## config.mk

```make
export PLATFORM = sky130hd
export DESIGN_NAME = data_memory_arbiter
export DESIGN_NICKNAME = d
export VERILOG_FILES = /design/src/rtl/data_memory_arbiter.sv
export SDC_FILE = /design/constraint.sdc
export NUM_CORES = 1
export LEC_CHECK = 0
export CELL_PAD_IN_SITES_DETAIL_PLACEMENT = 1
export CELL_PAD_IN_SITES_GLOBAL_PLACEMENT = 2
export CORE_AREA = 4 4 227 229
export CTS_CLUSTER_DIAMETER = 200
export DETAILED_ROUTE_END_ITERATION = 10
export DIE_AREA = 0 0 231 233
export DONT_BUFFER_PORTS = 1
export GPL_TIMING_DRIVEN = 1
export PLACE_DENSITY = 0.71
export SLEW_MARGIN = 10
export SYNTH_ARGS = -nofsm -noshare
export SYNTH_HDL_FRONTEND = slang
export SYNTH_SLANG_ARGS = --single-unit
```

## constraint.sdc

```tcl
create_clock -name Clock -period 1.5 [get_ports Clock]
set_input_delay 0.3 -clock Clock [delete_from_list [all_inputs] [get_ports Clock]]
set_output_delay 0.3 -clock Clock [all_outputs]
set_load 0.02 [all_outputs]
```

## src/rtl/data_memory_arbiter.sv

```systemverilog
// Round-robin arbiter sharing one single-port data memory between a CPU port (A) and a
// DMA/debug port (B), with a bounded B burst lock and address checking.
//
// state  | meaning
// IDLE   | waiting for a request; arbitration and request capture happen here
// ACCESS | memory strobed from the captured request for one cycle
// DONE   | winner's Ack/Err pulse; memory idle
module data_memory_arbiter #(
  parameter int ADDR_WIDTH = 64,
  parameter int DATA_WIDTH = 64,
  parameter int INDEX_BITS = 8,
  parameter int BURST_MAX  = 8
) (
  input  logic                  Clock,
  input  logic                  ResetN,
  input  logic                  AReq,
  input  logic                  AWrite,
  input  logic [ADDR_WIDTH-1:0] AAddress,
  input  logic [DATA_WIDTH-1:0] AWriteData,
  output logic                  AAck,
  output logic                  AErr,
  output logic [DATA_WIDTH-1:0] AReadData,
  input  logic                  BReq,
  input  logic                  BWrite,
  input  logic [ADDR_WIDTH-1:0] BAddress,
  input  logic [DATA_WIDTH-1:0] BWriteData,
  output logic                  BAck,
  output logic                  BErr,
  output logic [DATA_WIDTH-1:0] BReadData,
  input  logic                  BLock,
  output logic [ADDR_WIDTH-1:0] MemAddress,
  output logic [DATA_WIDTH-1:0] MemWriteData,
  output logic                  MemoryRead,
  output logic                  MemoryWrite,
  input  logic [DATA_WIDTH-1:0] MemReadData,
  output logic                  Busy
);

  typedef enum logic [1:0] {
    IDLE   = 2'd0,
    ACCESS = 2'd1,
    DONE   = 2'd2
  } state_t;

  localparam int CNT_W = $clog2(BURST_MAX + 1);
  localparam logic [CNT_W-1:0] BURST_LIMIT = CNT_W'(BURST_MAX);

  state_t                state, state_next;
  logic                  last_grant_b;
  logic [CNT_W-1:0]      burst_cnt;
  logic [ADDR_WIDTH-1:0] addr_reg;
  logic [DATA_WIDTH-1:0] wdata_reg;
  logic                  write_reg;
  logic                  port_b_reg;
  logic                  err_reg;
  logic                  any_req;
  logic                  grant_b;
  logic                  take_req;
  logic [ADDR_WIDTH-1:0] sel_addr;
  logic                  sel_err;

  assign any_req  = AReq | BReq;
  assign take_req = (state == IDLE) && any_req;

  // B keeps the memory only while it asks for a lock, won last, and the burst is not exhausted
  always_comb begin
    grant_b = 1'b0;
    if (BReq && !AReq) begin
      grant_b = 1'b1;
    end else if (AReq && BReq) begin
      if (BLock && last_grant_b && (burst_cnt < BURST_LIMIT)) grant_b = 1'b1;
      else                                                    grant_b = !last_grant_b;
    end
  end

  assign sel_addr = grant_b ? BAddress : AAddress;
  assign sel_err  = (|sel_addr[2:0]) | (|sel_addr[ADDR_WIDTH-1:INDEX_BITS+3]);

  always_ff @(posedge Clock or negedge ResetN) begin
    if (!ResetN) begin
      state <= IDLE;
    end else begin
      state <= state_next;
    end
  end

  always_comb begin
    state_next   = state;
    MemAddress   = '0;
    MemWriteData = '0;
    MemoryRead   = 1'b0;
    MemoryWrite  = 1'b0;
    AAck         = 1'b0;
    AErr         = 1'b0;
    BAck         = 1'b0;
    BErr         = 1'b0;
    case (state)
      IDLE: begin
        if (any_req) state_next = ACCESS;
      end
      ACCESS: begin
        MemAddress   = addr_reg;
        MemWriteData = wdata_reg;
        MemoryRead   = !write_reg && !err_reg;
        MemoryWrite  = write_reg && !err_reg;
        state_next   = DONE;
      end
      DONE: begin
        AAck       = !port_b_reg;
        AErr       = !port_b_reg && err_reg;
        BAck       = port_b_reg;
        BErr       = port_b_reg && err_reg;
        state_next = IDLE;
      end
      default: state_next = IDLE;
    endcase
  end

  assign Busy = (state != IDLE);

  always_ff @(posedge Clock or negedge ResetN) begin
    if (!ResetN) begin
      last_grant_b <= 1'b1;
      burst_cnt    <= '0;
      addr_reg     <= '0;
      wdata_reg    <= '0;
      write_reg    <= 1'b0;
      port_b_reg   <= 1'b0;
      err_reg      <= 1'b0;
      AReadData    <= '0;
      BReadData    <= '0;
    end else begin
      if (take_req) begin
        addr_reg     <= sel_addr;
        wdata_reg    <= grant_b ? BWriteData : AWriteData;
        write_reg    <= grant_b ? BWrite : AWrite;
        port_b_reg   <= grant_b;
        err_reg      <= sel_err;
        last_grant_b <= grant_b;
      end

      if (!AReq) begin
        burst_cnt <= '0;
      end else if (take_req) begin
        if (!grant_b)                      burst_cnt <= '0;
        else if (burst_cnt != BURST_LIMIT) burst_cnt <= burst_cnt + 1'b1;
      end

      // stores leave the read-data registers untouched
      if ((state == ACCESS) && !write_reg) begin
        if (port_b_reg) BReadData <= err_reg ? '0 : MemReadData;
        else            AReadData <= err_reg ? '0 : MemReadData;
      end
    end
  end

endmodule
```

### After elaboration in Yosys (flattened, before gate mapping)

Index checks and enable logic that the tools add are counted.

| storage, ports and cells | value |
|---|---|
| output and inout bits | 263 |
| bits of input ports | 327 |
| register bits after elaboration | 266 |
| word-level logic and storage cells | 64 |

| operators by class | value |
|---|---|
| equality and inequality tests | 6 |
| order comparisons | 1 |
| reductions and logical operators | 22 |
| bitwise gates (word level) | 3 |
| multiplexer cells | 21 |
| add/sub/neg operators | 1 |

Operators with widths:

| operator | count |
|---|---|
| two-way mux 64 bit | 5 |
| OR reduction 53 bit | 1 |
| two-way mux 4 bit | 4 |
| logical AND 1 bit | 10 |
| two-way mux 1 bit | 10 |
| AND reduction 2 bit | 3 |
| zero test 1 bit | 5 |
| adder 4 x 1 -> 4 bit (second input constant) | 1 |
| less-than comparator 4 bit (second input constant) | 1 |
| inequality test 4 bit (second input constant) | 1 |
| case mux 2 bit (2 select lines) | 1 |
| inequality test 3 x 2 -> 1 bit (second input constant) | 1 |
| OR reduction 3 bit | 1 |
| == test 2 x 1 -> 1 bit (second input constant) | 1 |
| == test 2 bit (second input constant) | 1 |
| zero test 2 bit | 1 |
| two-way mux 2 bit | 1 |
| inequality test 2 x 1 -> 1 bit (second input constant) | 1 |
| inequality test 2 bit (second input constant) | 1 |
| OR 1 bit | 2 |
| nonzero test 2 bit | 1 |
| inverter 1 bit | 1 |

### Logic depth before layout (Yosys ltp)

| depth | value |
|---|---|
| depth after elaboration | 8 |
| gate-level depth with buffers | 8 |
| gate-level depth less buffers | 7 |

### Worst setup path before layout

Ideal clock, no wire load.

| timing path | value |
|---|---|
| path kind | register to output |
| start | register state[1] |
| end | output port MemAddress[30] |
| path buffers | 2 |
| stages on the path, launching flop included | 6 |
| required time | 1200 ps |
| setup slack | -151 ps |
| arrival | 1351 ps |
| cells stage by stage | dfrtp_1 nand2b_1 inv_1 clkbuf_1 clkbuf_1 and2_1 |

| on the way | value |
|---|---|
| word-level cells in the longest chain between the ends | 2 |

RTL lines:

| item | RTL line | RTL |
|---|---|---|
| start: declaration | 48 | `state_t state, state_next;` |
| start signal: assignment | 83 | `state <= state_next;` |
| == test 2 x 1 -> 1 bit | 97 | `case (state)` |
| two-way mux 64 bit | 97 |  |
| end: declaration | 31 | `output logic [ADDR_WIDTH-1:0] MemAddress,` |

Every way passes these cells.

### Final worst setup path

| timing path | value |
|---|---|
| start | register state[0] |
| end | output port MemWriteData[52] |

| on the way | value |
|---|---|
| word-level cells in the longest chain between the ends | 2 |

RTL lines:

| item | RTL line | RTL |
|---|---|---|
| == test 2 x 1 -> 1 bit | 97 |  |
| two-way mux 64 bit | 97 |  |
| end: declaration | 32 | `output logic [DATA_WIDTH-1:0] MemWriteData,` |

Every way passes these cells.

==> impl_metrics.ini <==
[worst_setup_path]
critical_path.cell_chain = nand2b_4 -> buf_12 -> clkinv_16 -> clkbuf_16 -> and2_4
worst-path-max-fanout = 5
end_kind = output pin
setup.worst_path.class = reg -> out
startpoint_type = flip-flop
cp_slowest_stage_delay_ns = 0.43
worst-endpoint-arrival_ns = 1.77
slowest_stage = dfrtp_2
cp_data_required_time_ns = 1.20

[detailed_routing]
drtIter0Drc = 582
detail_route.vias_per_cell = 5.03
detail_route.drc_violations = 0
detailroute.via_count = 12059
routed_wire_length_per_instance_um = 26.3
postRouteWirelength_mm = 63.1
drt_pre_antenna_iters = 4
final_antenna_net_count = 0

[logic_synthesis]
synth_compound_area_share_pct = 12.1
ys_warn_count = 0
yosysUniqueCellTypes = 41
synth_area_in_simple_gates_pct = 20.1
muxShareOfSynthArea_pct = 10.2
largest_family_of_logic_cells_by_synthesized_area = simple AND/OR/NAND/NOR gates
yosys_register_bits = 266
synth_xor_xnor_area_share_pct = 0
postSynth.asyncResetShare_pct = 100
synth.top_cell.area_share_pct = 51.7
post_synth_fa_ha_maj_area_fraction_pct = 0.195
synth_fp_nets = 1612
synth_edf_count = 0
ys.flop_type = dfrtp_1
synthTopCellsByArea = dfrtp_1 (52%), mux2i_1 (10%), nand2_1 (7.8%)
syn-instance-count = 1283
seq_area_frac_synth_pct = 52.0
mapped_cell_area_um2 = 12800
post-synth-top-area-cell = dfrtp_1
postSynthAreaPerCell_um2 = 9.99
yosys-top-cells-count = dfrtp_1 (265), nand2_1 (265), o21ai_1 (157), and2_1 (130), mux2i_1 (130)

[timing]
relSlewSlack_pct = 23.9
setup_violations = 400
finalWorstPathRequiredPeriod_ns = 2.07
setup_ws_ns = -0.571
fin_hold_viols = 265
drv_slew = 0
tns_ns = -139.65
final.hold.worst_slack_ns = -0.588
max_slew.worst_pin.slew_ns = 1.14
timing.clock.skew_ns = 0.0251
grt_setup_unrepaired = yes
achievable-frequency_mhz = 483
final_min_period_over_clock_period_pct = 138

[floorplan]
die-area_um2 = 53800
core_region_area_um2 = 49700
die-width_um = 231
number_of_rows_created_at_floorplan = 82
io_pins = 590
fp.dieH_um = 233
floorplan.initialDensity_pct = 25.8

[hold_path]
hold_class = in -> async

[power_and_ir_drop]
total_leakage_power_nw = 9.25
max_rail_drop_vdd_uv = 1040
power-per-cell-area_nw_per_um2 = 1970

[grt]
globalRouteTotalUtil_pct = 20.6
maximum_number_of_pins_on_one_net_before_global_route_repair = 267
antenna_found_initial = 5
grt_pass1_wl_mm = 85.3
vias_in_the_first_global_route = 13319
gr-total-overflow = 0

[cells_and_area]
finish.net_count = 2026
filler_cell_count = 5351
post_route_cells_drive_above_1_share_pct = 28.9
areaGrowthSynthToFinish_pct = 61.9
finish.utilization_pct = 41.8
stdcell_count = 2397
stdcell_area_um2 = 20700

[clock_tree]
clock_path_buffers = 3
tritoncts.num_buffers = 31
clk_latency_ns = 0.60
cts_hold_buffers = 323
cts_num_sinks = 266
cts_max_level = 1
tritoncts_clock_tree = yes
cts-root-buf = clkbuf_16
clock_transition_at_the_registers_of_the_reported_paths_ns = 0.07

[place]
gp_congestion = 0.845
dp.cells = 1921
placement.io_buffers = 0
post_dp_cell_area_um2 = 13800
dp.final_hpwl_mm = 32.4

[flow_run]
cap_viol_max_count = 0

[run_status]
run_status = complete, but fails checks
failed_checks = hold timing, setup timing
-- worst max-delay path: cells and delay by family, from the launching register on --
family | cells | cell delay, ns
buf+inv | 3 | 0.41
flops | 1 | 0.43
simple gates | 2 | 0.32
-- layer usage --
metal  vias to the layer above  GRT usage (%)  share of wire, %
li1                       5174              -                 -
met1                      5990           22.5                36
met2                       691           36.0                50
met3                       204           6.33               8.4
met4                         0           10.3               6.1
met5                         -              0                 0
-- report_power, final --
group          switching, mW  internal [mW]
clock network           3.27           4.34
registers               3.07           9.68
logic                   10.6           10.0
-- final timing paths --
path                       cells past startpoint                to         start  slack, ns
setup / recovery                               5  MemWriteData[52]      state[0]      -0.57
hold / removal                                 0     wdata_reg[10]        ResetN      -0.59
setup reg to reg                              11      addr_reg[45]      state[0]      -0.44
hold reg to reg                                2      last_grant_b  last_grant_b       0.48
max in group asynchronous                      0        port_b_reg        ResetN       1.15
min in group Clock                             2           err_reg  BAddress[62]       0.04
-- cell type report --
cell class	count	area (µm²)	share of cell area, %
inverters	5	36.3	0.175
multi-input cells	921	6380	30.8
repair buffers	470	5760	27.8
clock buffers	50	957	4.61
repair inverters	2	46.3	0.223
clock inverters	5	46.3	0.223
flip-flops and latches	266	6660	32.1
diodes	6	15.0	0.0724
well taps	672	841	4.05
-- what timing repair did --
| action | in CTS | in global routing |
|---|---|---|
| gates resized for setup | 208 | 161 |
| setup endpoints to repair | 389 | 400 |
| endpoints found under the hold margin | 523 | 266 |
| gates cloned | 32 | 19 |
| pin swaps | 45 | 52 |
| buffers inserted | 19 | 25 |
-- placed cells by master, fill, tap and decap left out, types with 34 or more instances in the layout --
| cell type | synthesis | routed |
|---|---|---|
| dlygate4sd3_1 | 0 | 323 |
| dfrtp_1 | 265 | 263 |
| nand2_1 | 265 | 219 |
| mux2i_1 | 130 | 130 |
| and2_4 | 0 | 129 |
| o21ai_1 | 157 | 99 |
| o21ai_2 | 48 | 90 |
| nand2b_1 | 65 | 64 |
| o21ai_0 | 57 | 57 |
| clkbuf_16 | 0 | 47 |
| buf_4 | 3 | 46 |
| buf_12 | 7 | 34 |
-- per-stage QoR --
stage          worst slack, ns  power, mW
6_report                -0.571       40.9
5_1_grt                 -0.665       42.7
4_1_cts                 -0.633       36.5
3_5_place_dp            -0.333       22.4
3_3_place_gp            -0.288       22.1
2_1_floorplan          -0.0724       19.5
-- logic make-up (layout without fill, tap and decap cells) --
family | count (synthesis) | after routing
and+or+nand+nor | 519 | 519
AOI/OAI and AO/OA | 269 | 270
DFF | 266 | 266
muxes | 130 | 130
buffers and inverters | 97 | 532
adders and majority gates | 2 | 2
other | 0 | 6
(Power assumes the default switching activity.)
